--- src/rtl/ctrl_prog_ram.sv ---
`default_nettype none
// ============================================================================
// Module   : ctrl_prog_ram
// Purpose  : Decides who owns the SAP-1 RAM address mux (loader or MAR) and
//            sequences RAM write strobes during program load.
// Revision : 1.0
// ============================================================================
module ctrl_prog_ram #(
    parameter int ADDR_W    = 4,
    parameter int DATA_W    = 8,
    parameter int MEM_DEPTH = 16,
    parameter int WR_PULSE  = 2
) (
    input  logic              Clock,
    input  logic              Reset,
    input  logic              Prog_Mode,
    input  logic              Run_Req,
    input  logic              Ld_Valid,
    input  logic [DATA_W-1:0] Ld_Data,
    input  logic              Ld_Last,
    output logic              Ld_Ready,
    output logic              Mux_Select,
    output logic              Mux_Enable,
    output logic [ADDR_W-1:0] Prog_Addr,
    output logic [DATA_W-1:0] Ram_Data,
    output logic              Ram_WE_n,
    output logic              Cpu_Hold,
    output logic              Prog_Done,
    output logic              Err_Overflow
);

    localparam int CNT_W = (WR_PULSE > 1) ? $clog2(WR_PULSE) : 1;

    localparam logic [2:0] S_IDLE       = 3'd0;
    localparam logic [2:0] S_GUARD      = 3'd1;
    localparam logic [2:0] S_PROG_WAIT  = 3'd2;
    localparam logic [2:0] S_PROG_WRITE = 3'd3;
    localparam logic [2:0] S_PROG_NEXT  = 3'd4;
    localparam logic [2:0] S_RUN        = 3'd5;

    localparam logic [ADDR_W-1:0] c_last_addr  = ADDR_W'(MEM_DEPTH - 1);
    localparam logic [CNT_W-1:0]  c_pulse_last = CNT_W'(WR_PULSE - 1);

    logic [2:0]        r_state, w_state_nxt;
    logic              r_tgt_prog, w_tgt_prog_nxt;
    logic              r_last, w_last_nxt;
    logic [CNT_W-1:0]  r_wr_cnt, w_wr_cnt_nxt;
    logic              r_ld_ready, w_ld_ready_nxt;
    logic              r_mux_sel, w_mux_sel_nxt;
    logic              r_mux_en, w_mux_en_nxt;
    logic [ADDR_W-1:0] r_prog_addr, w_prog_addr_nxt;
    logic [DATA_W-1:0] r_ram_data, w_ram_data_nxt;
    logic              r_we_n, w_we_n_nxt;
    logic              r_cpu_hold, w_cpu_hold_nxt;
    logic              r_done, w_done_nxt;
    logic              r_err, w_err_nxt;
    logic              w_handshake;

    assign w_handshake = (r_state == S_PROG_WAIT) && Ld_Valid && r_ld_ready;

    always_ff @(posedge Clock or posedge Reset) begin
        if (Reset) begin
            r_state     <= S_IDLE;
            r_tgt_prog  <= 1'b0;
            r_last      <= 1'b0;
            r_wr_cnt    <= '0;
            r_ld_ready  <= 1'b0;
            r_mux_sel   <= 1'b0;
            r_mux_en    <= 1'b1;
            r_prog_addr <= '0;
            r_ram_data  <= '0;
            r_we_n      <= 1'b1;
            r_cpu_hold  <= 1'b1;
            r_done      <= 1'b0;
            r_err       <= 1'b0;
        end else begin
            r_state     <= w_state_nxt;
            r_tgt_prog  <= w_tgt_prog_nxt;
            r_last      <= w_last_nxt;
            r_wr_cnt    <= w_wr_cnt_nxt;
            r_ld_ready  <= w_ld_ready_nxt;
            r_mux_sel   <= w_mux_sel_nxt;
            r_mux_en    <= w_mux_en_nxt;
            r_prog_addr <= w_prog_addr_nxt;
            r_ram_data  <= w_ram_data_nxt;
            r_we_n      <= w_we_n_nxt;
            r_cpu_hold  <= w_cpu_hold_nxt;
            r_done      <= w_done_nxt;
            r_err       <= w_err_nxt;
        end
    end

    always_comb begin
        w_state_nxt = r_state;
        case (r_state)
            S_IDLE:       if (Prog_Mode || Run_Req) w_state_nxt = S_GUARD;
            S_GUARD:      w_state_nxt = r_tgt_prog ? S_PROG_WAIT : S_RUN;
            S_PROG_WAIT: begin
                if (w_handshake)     w_state_nxt = S_PROG_WRITE;
                else if (!Prog_Mode) w_state_nxt = S_IDLE;
            end
            S_PROG_WRITE: if (r_wr_cnt == c_pulse_last) w_state_nxt = S_PROG_NEXT;
            S_PROG_NEXT: begin
                if (r_last || !Prog_Mode || (r_prog_addr == c_last_addr))
                    w_state_nxt = S_IDLE;
                else
                    w_state_nxt = S_PROG_WAIT;
            end
            S_RUN:        if (Prog_Mode || !Run_Req) w_state_nxt = S_IDLE;
            default:      w_state_nxt = S_IDLE;
        endcase
    end

    // Registered outputs are computed from the state being entered, so every
    // pin settles on the same edge as the state change.
    always_comb begin
        w_tgt_prog_nxt  = r_tgt_prog;
        w_last_nxt      = r_last;
        w_wr_cnt_nxt    = '0;
        w_ld_ready_nxt  = 1'b0;
        w_mux_sel_nxt   = r_mux_sel;
        w_mux_en_nxt    = 1'b1;
        w_prog_addr_nxt = r_prog_addr;
        w_ram_data_nxt  = r_ram_data;
        w_we_n_nxt      = 1'b1;
        w_cpu_hold_nxt  = 1'b1;
        w_done_nxt      = r_done;
        w_err_nxt       = r_err;

        if (r_state == S_IDLE) w_tgt_prog_nxt = Prog_Mode;
        if (r_state == S_GUARD && r_tgt_prog) begin
            w_prog_addr_nxt = '0;
            w_done_nxt      = 1'b0;
            w_err_nxt       = 1'b0;
        end
        if (w_handshake) begin
            w_ram_data_nxt = Ld_Data;
            w_last_nxt     = Ld_Last;
        end
        if (r_state == S_PROG_WRITE && w_state_nxt == S_PROG_WRITE)
            w_wr_cnt_nxt = r_wr_cnt + CNT_W'(1);
        if (r_state == S_PROG_NEXT) begin
            if (r_last || !Prog_Mode) begin
                w_done_nxt = 1'b1;
            end else if (r_prog_addr == c_last_addr) begin
                w_done_nxt = 1'b1;
                w_err_nxt  = 1'b1;
            end else begin
                w_prog_addr_nxt = r_prog_addr + ADDR_W'(1);
            end
        end

        case (w_state_nxt)
            S_GUARD:      w_mux_sel_nxt = !w_tgt_prog_nxt;
            S_PROG_WAIT: begin
                w_mux_en_nxt   = 1'b0;
                w_mux_sel_nxt  = 1'b0;
                w_ld_ready_nxt = 1'b1;
            end
            S_PROG_WRITE: begin
                w_mux_en_nxt  = 1'b0;
                w_mux_sel_nxt = 1'b0;
                w_we_n_nxt    = 1'b0;
            end
            S_PROG_NEXT: begin
                w_mux_en_nxt  = 1'b0;
                w_mux_sel_nxt = 1'b0;
            end
            S_RUN: begin
                w_mux_en_nxt   = 1'b0;
                w_mux_sel_nxt  = 1'b1;
                w_cpu_hold_nxt = 1'b0;
            end
            default: w_mux_en_nxt = 1'b1;
        endcase
    end

    assign Ld_Ready     = r_ld_ready;
    assign Mux_Select   = r_mux_sel;
    assign Mux_Enable   = r_mux_en;
    assign Prog_Addr    = r_prog_addr;
    assign Ram_Data     = r_ram_data;
    assign Ram_WE_n     = r_we_n;
    assign Cpu_Hold     = r_cpu_hold;
    assign Prog_Done    = r_done;
    assign Err_Overflow = r_err;

endmodule
`default_nettype wire
--- config.mk ---
export PLATFORM = sky130hd
export DESIGN_NAME = ctrl_prog_ram
export DESIGN_NICKNAME = d
export VERILOG_FILES = /design/src/rtl/ctrl_prog_ram.sv
export SDC_FILE = /design/constraint.sdc
export NUM_CORES = 1
export LEC_CHECK = 0
export BUFFER_PORTS_ARGS = -buffer_cell sky130_fd_sc_hd__buf_2
export CAP_MARGIN = 5
export CORE_MARGIN = 5
export CORE_UTILIZATION = 45
export CTS_CLUSTER_SIZE = 16
export DETAILED_ROUTE_END_ITERATION = 16
export PLACE_DENSITY_LB_ADDON = 0.15
export SLEW_MARGIN = 0
export SYNTH_ARGS = -nofsm -noshare
export SYNTH_HDL_FRONTEND = slang
export SYNTH_SLANG_ARGS = --single-unit
--- constraint.sdc ---
create_clock -name Clock -period 2.4 [get_ports Clock]
set_input_delay 0.12 -clock Clock [delete_from_list [all_inputs] [get_ports Clock]]
set_output_delay 0.12 -clock Clock [all_outputs]
set_load 0.05 [all_outputs]
* After elaboration in Yosys (flattened, before gate mapping)
Index checks and enable logic that the tools add are counted.
Storage, ports and cells: bits in registers 25, latch bits 0, RAM bits 0, ROM bits 0, bits of input ports 14, output and inout port bits 19, word-level logic and storage cells 68, memories 0
Cells by class: $add $sub $neg 2, $mul 0, divide/modulo/power cells 0, magnitude comparators 0, equality and inequality tests 11, shifts and indexed selects 0, muxes and demuxes 27, bitwise gates (word level) 0, reductions and logical operators 15
Operators by type and width (count):
- two-way mux 3 bit | 6
- one-hot mux 3 bit (6 select lines) | 1
- two-way mux 4 bit | 4
- two-way mux 1 bit | 14
- == test 3 x 2 -> 1 bit (second input constant) | 4
- == test 3 bit (second input constant) | 4
- == test 3 x 1 -> 1 bit (second input constant) | 2
- adder 4 x 1 -> 4 bit (second input constant) | 1
- == test 4 bit (second input constant) | 1
- logical AND 1 bit | 4
- logical OR 1 bit | 4
- OR reduction 4 bit | 1
- logical NOT 1 bit | 3
- logical NOT 3 bit | 1
- one-hot mux 1 bit (3 select lines) | 1
- nonzero test 3 bit | 1
- OR reduction 3 bit | 1
- two-way mux 2 bit | 1
- adder 1 bit (second input constant) | 1

* Depth between registers and ports, before layout
Gate-level depths: netlist of the first run.
depth in word-level cells 8, depth in mapped cells 5, mapped depth without buffers 5

* Worst setup path before layout of the first run
No wires, ideal clock.
path kind register to register, start register r_prog_addr[0] (netlist: Prog_Addr[0]), end register r_prog_addr[3] (netlist: Prog_Addr[3]), library setup time 124 ps, data arrival time 1683 ps, required time 2276 ps, path slack 593 ps, cell stages (with the launch flop) 6, buffers on the path 0, clock period less this slack 1807 ps, cell sequence dfrtp_1 ha_1 and3_1 nor3_4 nor2b_2 a211o_1
Between the ends: word-level cells in the longest chain between the ends 4, elaborated cells between the ends (all ways) 5, classes of those cells 1 x add/sub; 1 x eq/ne; 3 x mux
Ends and longest elaborated chain:
- start: declaration | line 51 | logic [ADDR_W-1:0] r_prog_addr, w_prog_addr_nxt;
- start signal: assignment | line 84 | r_prog_addr <= w_prog_addr_nxt;
- adder 4 x 1 -> 4 bit or == test 4 bit (tied branches) | line 149, 145
- two-way mux 4 bit (*) | line 145 | end else if (r_prog_addr == c_last_addr) begin
- two-way mux 4 bit (*) | line 143 | if (r_last || !Prog_Mode) begin
- two-way mux 4 bit (*) | line 142 | if (r_state == S_PROG_NEXT) begin
- net w_prog_addr_nxt[3] | line 51
Mark *: on every way through the listed nets, which the timed path passes. The rest lies on a longest branch. A chain may end at the register's enable or synchronous reset.

* Worst setup path in the final report of the first run
start register r_state[0], end register r_prog_addr[3] (netlist: Prog_Addr[3])
Between the ends: word-level cells in the longest chain between the ends 6, elaborated cells between the ends (all ways) 7, classes of those cells 2 x eq/ne; 4 x mux; 1 x reduce/logical
Ends and longest elaborated chain:
- start: declaration | line 44 | logic [2:0] r_state, w_state_nxt;
- start signal: assignment | line 77 | r_state <= w_state_nxt;
- == test 3 x 1 -> 1 bit | line 131 | if (r_state == S_GUARD && r_tgt_prog) begin
- logical AND 1 bit | line 131
- two-way mux 4 bit | line 131
- two-way mux 4 bit | line 145
- two-way mux 4 bit | line 143
- two-way mux 4 bit (*) | line 142
- net w_prog_addr_nxt[3] | line 51
Marked as above.

==> qor.txt, run 1 <==
Critical-path top delay cell = dfrtp_1
Syn. warnings = 0
chip height = 59.94 um
Final Max Slew Viols = 0
leading area contributor after synthesis = dfrtp_1
drt pass-1 iters = 4
Synth-to-Final Area Change = 24.53%
Core Util, Final = 0.5746
power consumption = 1830 uW
Rel. slew slack = 0.3986
Total Wirelength = 2164 um
CP arrival = 1920 ps
antenna violations before repair = 0
htree depth = 1
worst reg2reg endpoint = Prog_Addr[3]
post-CTS setup buffers = 0
I/O Pins = 33
Hold Slack = 12.73 ps
RR Startpoint = r_state[0]
Routed WL per cell = 13.04 um
Startpoint Class = flop
synthesized cell area = 1122 um2
R2R depth = 4
Net Count, Synth = 111
fmax = 591.4 MHz
RSZ-0062 raised after global routing = false
R2R setup slack = 710 ps
Yosys reg bits = 25
crit share post-route = 0.7045
initial core utilization = 0.4614
Antenna Cells = 0
Placement Setup Slack = 714.1 ps
DR vias/cell = 5.151
peak supply drop = 0.7325 mV
Worst Hold End = Ram_Data[2]
library cells used by synthesis = 31
Worst EP required = 2630 ps
sequential-to-total area share from yosys stat = 0.5608
Vias = 855
setup ws final = 709.1 ps
pwr dens = 1309 nW/um2
Num Clock Sinks = 25
critical path peak fanout = 13
layout cells sized above 1 = 0.3897
grt ovf = 0
DP HPWL = 1590 um
fin crit period = 1691 ps
CTS max path bufs = 2
crit path kind = reg -> reg
die width = 59.94 um
hold depth = 2
CTS Buf Count = 3
share of the synthesized area in the top cell type = 0.4905
RePlAce Congestion = 0.7627
final hold vios = 0
Worst setup EP type = flop
critical-path cell list = or3b_4 -> nor3_4 -> nor2b_2 -> a211o_1
CORE AREA = 2432 um2
Largest stage delay, worst path = 560 ps
CTS tree = done
final routed DRC violation total = 0
status = complete, no violations
Worst-Skew Late Latency = 330 ps
Area contributors post-synth = dfrtp_1 (49%), mux2_2 (10%), dfstp_2 (7.0%)
row count = 18
largest net degree at the start of global routing = 26
first-pass GRT wire length = 3519 um
PortBufs = 32
number of global-route vias before repair = 817
nets@finish = 152
Mapped Cells = 96
Iteration-0 DRC Markers = 9
Detail Route Antenna Nets = 0
Synth Area per Inst = 11.69 um2
hold path start = Ld_Data[2]
final setup violation count = 0
setup TNS = 0 ps
HP Class = in -> reg
root buffer cell = clkbuf_4
max-cap viol count = 0
Lkg Pwr = 0.0007365 uW
gr usage total = 0.1298
DIE AREA = 3593 um2
Clock transition at path regs = 140 ps
clock skew = 7.586 ps
worst-margin pin slew = 901.1 ps
sequential cells by signal (all words and copies together) (netlist names):
register,cells
Ld_Ready,1
Prog_Done,1
Cpu_Hold,1
r_state,3
Err_Overflow,1
Prog_Addr,4
r_tgt_prog,1
Ram_Data,8
Ram_WE_n,1
r_wr_cnt,1
r_last,1
Mux_Enable,1
Mux_Select,1
cells in the mapped netlist:
library cell   n
dfrtp_1       22
nand2_1       11
mux2_2        10
nor2_1         7
o21ai_0        5
dfstp_2        3
inv_1          3
nand3_1        3
a211o_1        2
a21o_1         2
and2b_1        2
and3_1         2
and3b_1        2
nand2b_1       2
nand3b_1       2
nor3_1         2
nor3_4         2
a221o_1        1
a22o_1         1
buf_2          1
buf_4          1
ha_1           1
mux2i_1        1
nor2b_1        1
nor2b_2        1
o211ai_1       1
o21ai_1        1
o22ai_1        1
or2_1          1
or3b_4         1
xnor2_1        1
timing repair:
action / CTS / global route
gates resized for setup: 0 / 0
hold endpoints to repair: 15 / 5
hold buffers: 1 / 5
setup endpoints to repair: 0 / 0
worst max-delay path, delay by kind of cell, from the launching register on:
kind	cells	cell delay, ps
and+or+nand+nor	3	750
AOI/OAI and AO/OA	1	290
DFF	1	560
stage by stage:
stage               cells  cell area (um2)
floorplan              96             1122
global route          166             1398
finish                166             1398
detailed placement    156             1308
global placement      156             1308
CTS                   161             1348
placed cells by master, fill, tap and decap left out, drive strengths merged, types with 3 or more instances in the layout:
cell	netlist	final
dfrtp	22	22
nand2	11	11
nand3	3	3
buf	2	32
o21ai	6	6
dfstp	3	3
clkbuf	0	3
nor3	4	4
nor2	7	7
dlygate4sd3	0	6
inv	3	3
mux2	10	10
layout make-up:
type                            instances  area, um2
Multi-Input combinational cell         66      469.2
Clock inverter                          1      7.507
Tap cell                               30      37.54
Clock buffer                            3      22.52
Inverter                                3      11.26
Timing Repair Buffer                   38      220.2
Sequential cell                        25      629.4
Fill cell                             228       1035
routing by layer:
metal  part of all wire  GRT usage  vias to the layer above
met3              0.055    0.01944                        4
met2               0.48     0.2068                       23
li1                   -          -                      420
met5                  0          0                        -
met1               0.45     0.1696                      408
met4              0.014    0.06646                        0
cells by family (layout without fill, tap and decap cells):
| logic type | count (synthesis) | in the layout | synth area share |
|---|---|---|---|
| simple gates | 39 | 39 | 0.2051 |
| flops | 25 | 25 | 0.5608 |
| compound gates | 14 | 14 | 0.08473 |
| mux | 11 | 11 | 0.1093 |
| buf+inv | 5 | 45 | 0.02118 |
| fa+ha+maj | 1 | 1 | 0.01115 |
| xor+xnor | 1 | 1 | 0.007805 |
where the power goes:
part,switching [uW],total (uW),internal (uW),leakage [uW]
clock,132,196,63.8,0.0000139
sequential,136,724,588,0.000318
combinational,629,910,281,0.000404
total,897,1830,933,0.000736
worst max path at each step:
stage	start	endpoint	slack, ps	depth (start not counted)
2_1_floorplan	Prog_Addr[0]	Prog_Addr[3]	590	5
5_1_grt	r_state[0]	Prog_Addr[3]	590	4
4_1_cts	r_state[0]	Prog_Addr[3]	710	4
3_3_place_gp	r_state[0]	Prog_Addr[3]	760	4
3_5_place_dp	r_state[0]	Prog_Addr[3]	710	4
6_report	r_state[0]	Prog_Addr[3]	710	4
Note: power is estimated with default switching activity, not from simulation.
==> run 2: changes to the inputs <==
==> constraint.sdc (replaced) <==
create_clock -name Clock -period 1.37 [get_ports Clock]
set_input_delay 0.0685 -clock Clock [delete_from_list [all_inputs] [get_ports Clock]]
set_output_delay 0.0685 -clock Clock [all_outputs]
set_load 0.05 [all_outputs]
==> run 2 against run 1 <==
Compared with the run above:
- the run now ends with setup timing left
- via count grew 5.7%
- global-route usage is 1.7 points higher
- clock skew shrank 2.7 ps
- setup slack lost 780 ps
- sequential power grew 66%
- highest routed layer unchanged
==> qor.txt, run 2 (synthesis gave the netlist of run 1 again) <==
sequential power share = 0.334 (was 0.396)
first-pass GRT wire length = 3967 um (was 3519 um)
cell-internal power = 1926 uW (was 932.9 uW)
setup ws final = -71.98 ps (was 709.1 ps)
RSZ-0062 raised after global routing = true (was false)
Detail Route Antenna Nets = 0 (unchanged)
root buffer cell = clkbuf_4 (unchanged)
Clock transition at path regs = 140 ps (about the same)
Lkg Pwr = 0.0008512 uW (was 0.0007365 uW)
chip height = 59.94 um (unchanged)
critical path peak fanout = 4 (was 13)
fin crit period = 1442 ps (was 1691 ps)
Final Non-Filler Cells = 185 (was 166)
die width = 59.94 um (unchanged)
share of total power in combinational logic = 0.575 (was 0.497)
Startpoint Class = flop (unchanged)
power consumption = 3597 uW (was 1830 uW)
fmax = 693.5 MHz (was 591.4 MHz)
CTS Buf Count = 3 (unchanged)
Switch Pwr = 1671 uW (was 896.9 uW)
PortBufs = 32 (unchanged)
htree depth = 1 (unchanged)
Antenna Cells = 0 (unchanged)
peak supply drop = 1.444 mV (was 0.7325 mV)
worst-margin pin slew = 255.0 ps (was 901.1 ps)
Total Wirelength = 2542 um (was 2164 um)
Routed WL per cell = 13.74 um (was 13.04 um)
layout cells sized above 1 = 0.5290 (was 0.3897)
placed cells = 171 (was 156)
final routed DRC violation total = 0 (unchanged)
gr usage total = 0.1467 (was 0.1298)
commonest non-fill, non-tap cell in the layout = buf_2 (unchanged)
CTS tree = done (unchanged)
final hold vios = 0 (unchanged)
crit share post-route = 1.053 (was 0.7045)
Worst-Skew Late Latency = 310 ps (was 330 ps)
Core Util, Final = 0.6770 (was 0.5746)
max-cap viol count = 0 (unchanged)
fill cell count = 178 (was 228)
Final Max Slew Viols = 0 (unchanged)
Synth-to-Final Area Change = 46.71% (was 24.53%)
final setup violation count = 8 (was 0)
Rel. slew slack = 0.8311 (was 0.3986)
nets@finish = 171 (was 152)
Iteration-0 DRC Markers = 11 (was 9)
clock skew = 4.926 ps (was 7.586 ps)
post-route cell area = 1647 um2 (was 1398 um2)
Worst setup EP type = flop (unchanged)
CTS max path bufs = 2 (unchanged)
initial core utilization = 0.4614 (unchanged)
Num Clock Sinks = 25 (unchanged)
Worst EP required = 1630 ps (was 2630 ps)
antenna violations before repair = 0 (unchanged)
CP arrival = 1700 ps (was 1920 ps)
Sw Ratio = 0.4646 (was 0.4901)
HP Class = in -> reg (unchanged)
row count = 18 (unchanged)
drt pass-1 iters = 4 (unchanged)
placed inst area = 1466 um2 (was 1308 um2)
crit path kind = reg -> reg (unchanged)
max FFs per register = 8 (unchanged)
commonest cells after routing, fill and taps aside = buf_2 (32), dfrtp_1 (17), buf_4 (13) (was buf_2 (32), dfrtp_1 (22), nand2_1 (11))
DIE AREA = 3593 um2 (unchanged)
CORE AREA = 2432 um2 (unchanged)
failing checks = setup timing
I/O Pins = 33 (unchanged)
largest net degree at the start of global routing = 16 (was 26)
DP HPWL = 1834 um (was 1590 um)
number of global-route vias before repair = 918 (was 817)
RePlAce Congestion = 0.8123 (was 0.7627)
Vias = 904 (was 855)
status = complete, but fails checks (was complete, no violations)
grt ovf = 0 (unchanged)
Clock power frac = 0.092 (was 0.107)
DR vias/cell = 4.886 (was 5.151)
pwr dens = 2184 nW/um2 (was 1309 nW/um2)
-- run 2: changes by cell type in the layout (fill, tap and decap cells not counted), sizes merged --
cell / before / now
clkinvlp: 1 / 0
clkbuf: 3 / 4
buf: 32 / 48
dlygate4sd3: 6 / 9
-- run 2: metal layers --
| layer | share of wire | wire length (um) | GRT usage |
|---|---|---|---|
| met5 | 0 | 0 | 0 |
| met4 | 0.0051 | 13 | 0.04747 |
| met3 | 0.052 | 132 | 0.02160 |
| met2 | 0.50 | 1264 | 0.2546 |
| met1 | 0.45 | 1132 | 0.1858 |
-- run 2: path summary, 6_finish.rpt --
| check | start | to | slack (ps) | cells after the start |
|---|---|---|---|---|
| setup / recovery | r_state[1] | Ld_Ready | -70 | 4 |
| setup reg to reg | r_state[1] | Ld_Ready | -70 | 4 |
| min in group asynchronous | Reset | Ram_Data[7] | 280 | 4 |
| max in group asynchronous | Reset | Mux_Enable | 830 | 4 |
| hold / removal | Ld_Data[7] | Ram_Data[7] | 6 | 2 |
| hold reg to reg | r_wr_cnt | r_wr_cnt | 490 | 1 |
-- run 2: worst max-delay path: stages (launching register included) --
cell and delay, ps:
dfrtp_1 420, or3b_4 410, nor3_4 180, nand3b_1 220, and2b_1 160
-- run 2: layout make-up --
type / count / area (um2) / area share
Multi-Input combinational cell: 66 / 545.5 / 0.3313
Clock buffer: 4 / 26.28 / 0.01596
Inverter: 3 / 11.26 / 0.006839
Tap cell: 30 / 37.54 / 0.02280
Sequential cell: 25 / 635.6 / 0.3860
Timing Repair Buffer: 57 / 390.4 / 0.2371
-- run 2: stage by stage --
step	hold WS [ps]	setup TNS, ps	setup slack, ps
after global routing	-1.622	-1177	-146.5
final	6.343	-342.6	-71.98
after global placement	75.32	-204.1	-63.79
after detailed placement	71.07	-508.8	-107.1
after floorplan	93.25	-1618	-147.6
after CTS	1.323	-499.2	-63.98
-- run 2: what timing repair did --
action,4_1_cts,5_1_grt
pin swaps,4,1
hold buffers,9,0
endpoints found under the hold margin,33,0
setup endpoints to repair,16,18
gates resized for setup,4,12
setup buffers,1,0
-- run 2: power by group through the flow --
stage | Combinational, uW | Clock (uW) | Sequential (uW)
floorplan | 674 | 0 | 1910
global placement | 1880 | 0 | 1190
detailed placement | 1910 | 0 | 1210
CTS | 1980 | 332 | 1190
global route | 2210 | 368 | 1230
finish | 2070 | 330 | 1200
==> run 3: changes to the inputs <==
--- a/config.mk
+++ b/config.mk
@@ -8,9 +8,10 @@
 export BUFFER_PORTS_ARGS = -buffer_cell sky130_fd_sc_hd__buf_2
 export CAP_MARGIN = 5
 export CORE_MARGIN = 5
-export CORE_UTILIZATION = 45
+export CORE_UTILIZATION = 35
 export CTS_CLUSTER_SIZE = 16
 export DETAILED_ROUTE_END_ITERATION = 16
+export HOLD_SLACK_MARGIN = 0.03
 export PLACE_DENSITY_LB_ADDON = 0.15
 export SLEW_MARGIN = 0
 export SYNTH_ARGS = -nofsm -noshare
==> run 3 against run 2 <==
Compared with the run above:
- the run still ends with setup timing left
- clock skew rose by 11 ps
- first-iteration DRC count rose by 100%
- cell area rose by 1.8%
- core utilization fell by 13 points
- power rose by 1.5%
- die area rose by 24%
- sequential share of layout area fell by 0.69 points
- highest routed layer unchanged
==> qor.txt, run 3 (synthesis gave the netlist of run 1 again) <==
Rel. slew slack = 0.7892 (was 0.8311)
crit share post-route = 1.095 (was 1.053)
Worst setup EP type = flop (unchanged)
Synth-to-Final Area Change = 49.39% (was 46.71%)
CTS tree = done (unchanged)
pwr dens = 2177 nW/um2 (was 2184 nW/um2)
Worst EP required = 1580 ps (was 1630 ps)
fmax = 666.5 MHz (was 693.5 MHz)
peak supply drop = 0.8806 mV (was 1.444 mV)
row count = 20 (was 18)
RePlAce Congestion = 0.7786 (was 0.8123)
die width = 66.63 um (was 59.94 um)
DP HPWL = 1830 um (was 1834 um)
antenna violations before repair = 0 (unchanged)
critical path peak fanout = 4 (unchanged)
drt pass-1 iters = 4 (unchanged)
DIE AREA = 4439 um2 (was 3593 um2)
CP arrival = 1710 ps (was 1700 ps)
area of the multi-input gates = 528.0 um2 (was 545.5 um2)
Placement Setup Slack = -114.5 ps (was -107.1 ps)
Final Max Slew Viols = 0 (unchanged)
setup ws final = -130.3 ps (was -71.98 ps)
max-cap viol count = 0 (unchanged)
busiest grt layer = met2 (unchanged)
met2 Usage GRT = 0.2141 (was 0.2546)
RSZ-0062 raised after global routing = true (unchanged)
Seq. cell area = 635.6 um2 (unchanged)
final setup violation count = 11 (was 8)
htree depth = 1 (unchanged)
Vias = 938 (was 904)
Final Non-Filler Cells = 203 (was 185)
met1 usage in global routing = 0.1640 (was 0.1858)
Num Clock Sinks = 25 (unchanged)
grt ovf = 0 (unchanged)
clock skew = 16.17 ps (was 4.926 ps)
DR vias/cell = 4.621 (was 4.886)
root buffer cell = clkbuf_4 (unchanged)
layout cells sized above 1 = 0.5283 (was 0.5290)
number of global-route vias before repair = 948 (was 918)
gr usage total = 0.1287 (was 0.1467)
Total Wirelength = 2492 um (was 2542 um)
Clock transition at path regs = 150 ps (was 140 ps)
Detail Route Antenna Nets = 0 (unchanged)
crit path kind = reg -> reg (unchanged)
nets@finish = 175 (was 171)
status = complete, but fails checks (unchanged)
Iteration-0 DRC Markers = 22 (was 11)
failing checks = setup timing (unchanged)
Startpoint Class = flop (unchanged)
fin crit period = 1500 ps (was 1442 ps)
commonest non-fill, non-tap cell in the layout = buf_2 (unchanged)
power consumption = 3650 uW (was 3597 uW)
setup TNS = -739.5 ps (was -342.6 ps)
HP Class = in -> reg (unchanged)
placed cells = 185 (was 171)
final hold vios = 0 (unchanged)
Core Util, Final = 0.5492 (was 0.6770)
fill cell count = 288 (was 178)
commonest cells after routing, fill and taps aside = buf_2 (32), dfrtp_1 (17), buf_4 (17) (was buf_2 (32), dfrtp_1 (17), buf_4 (13))
I/O Pins = 33 (unchanged)
Worst-Skew Late Latency = 320 ps (was 310 ps)
Antenna Cells = 0 (unchanged)
initial core utilization = 0.3676 (was 0.4614)
Routed WL per cell = 12.28 um (was 13.74 um)
CTS max path bufs = 2 (unchanged)
first-pass GRT wire length = 4367 um (was 3967 um)
Lkg Pwr = 0.0008664 uW (was 0.0008512 uW)
CORE AREA = 3053 um2 (was 2432 um2)
PortBufs = 32 (unchanged)
CTS Buf Count = 3 (unchanged)
worst-margin pin slew = 316.2 ps (was 255.0 ps)
final routed DRC violation total = 0 (unchanged)
max FFs per register = 8 (unchanged)
met3 Usage GRT = 0.03204 (was 0.02160)
largest net degree at the start of global routing = 26 (was 16)
chip height = 66.63 um (was 59.94 um)
==> run 3: cell count changes in the layout (fill, tap and decap cells not counted), sizes merged <==
cell,previous run,this run
clkbuf,4,3
dlygate4sd3,9,10
clkinv,0,1
buf,48,51
==> run 3: timing repair <==
item,CTS,global route
resized for setup,4,6
cloned,0,0
hold buffers,10,0
hold endpoints to repair,31,0
setup endpoints to repair,14,20
setup buffers,2,2
pin swaps,1,0
==> run 3: final timing paths <==
kind                                 start      endpoint  slack (ps)  depth (start not counted)
worst max-delay path            r_state[1]  Prog_Addr[0]        -130                          4
worst min-delay path             Prog_Mode    r_tgt_prog          60                          3
worst max register to register  r_state[1]  Prog_Addr[0]        -130                          4
worst min register to register    r_wr_cnt      r_wr_cnt         490                          1
max in group asynchronous            Reset      Ram_WE_n         770                          4
min in group asynchronous            Reset   Ram_Data[2]         310                          4
==> run 3: cell type report <==
type | instances | area share
clock buffers | 3 | 0.01343
clock inverters | 1 | 0.002985
inverters | 3 | 0.006716
multi-input cells | 66 | 0.3149
flip-flops and latches | 25 | 0.3791
well taps | 44 | 0.03284
repair buffers | 61 | 0.2500
==> run 3: worst max-delay path: stages, from the launching register on <==
cell and delay [ps]:
dfrtp_1 420, or3b_4 420, nor3_4 220, nor2b_4 70, mux2_2 260
==> run 3: where the power goes <==
group | internal (uW) | leakage (uW) | total [uW] | switching [uW]
registers | 1040 | 0.000311 | 1210 | 174
logic | 809 | 0.000538 | 2100 | 1290
clock network | 109 | 0.0000177 | 333 | 224
total | 1960 | 0.000866 | 3650 | 1690
==> run 3: metrics by stage <==
stage / cell area [um2] / hold WS, ps
detailed placement: 1484 / 138.9
CTS: 1645 / 54.49
finish: 1677 / 61.94
global placement: 1484 / 134.8
floorplan: 1156 / 93.25
global route: 1677 / 85.63
==> run 3: layer usage <==
layer / share of wire / up-vias / routed length [um]
met2: 0.47 / 29 / 1166
met5: 0 / - / 0
met3: 0.063 / 4 / 156
met1: 0.46 / 440 / 1141
met4: 0.011 / 0 / 27
li1: - / 465 / -
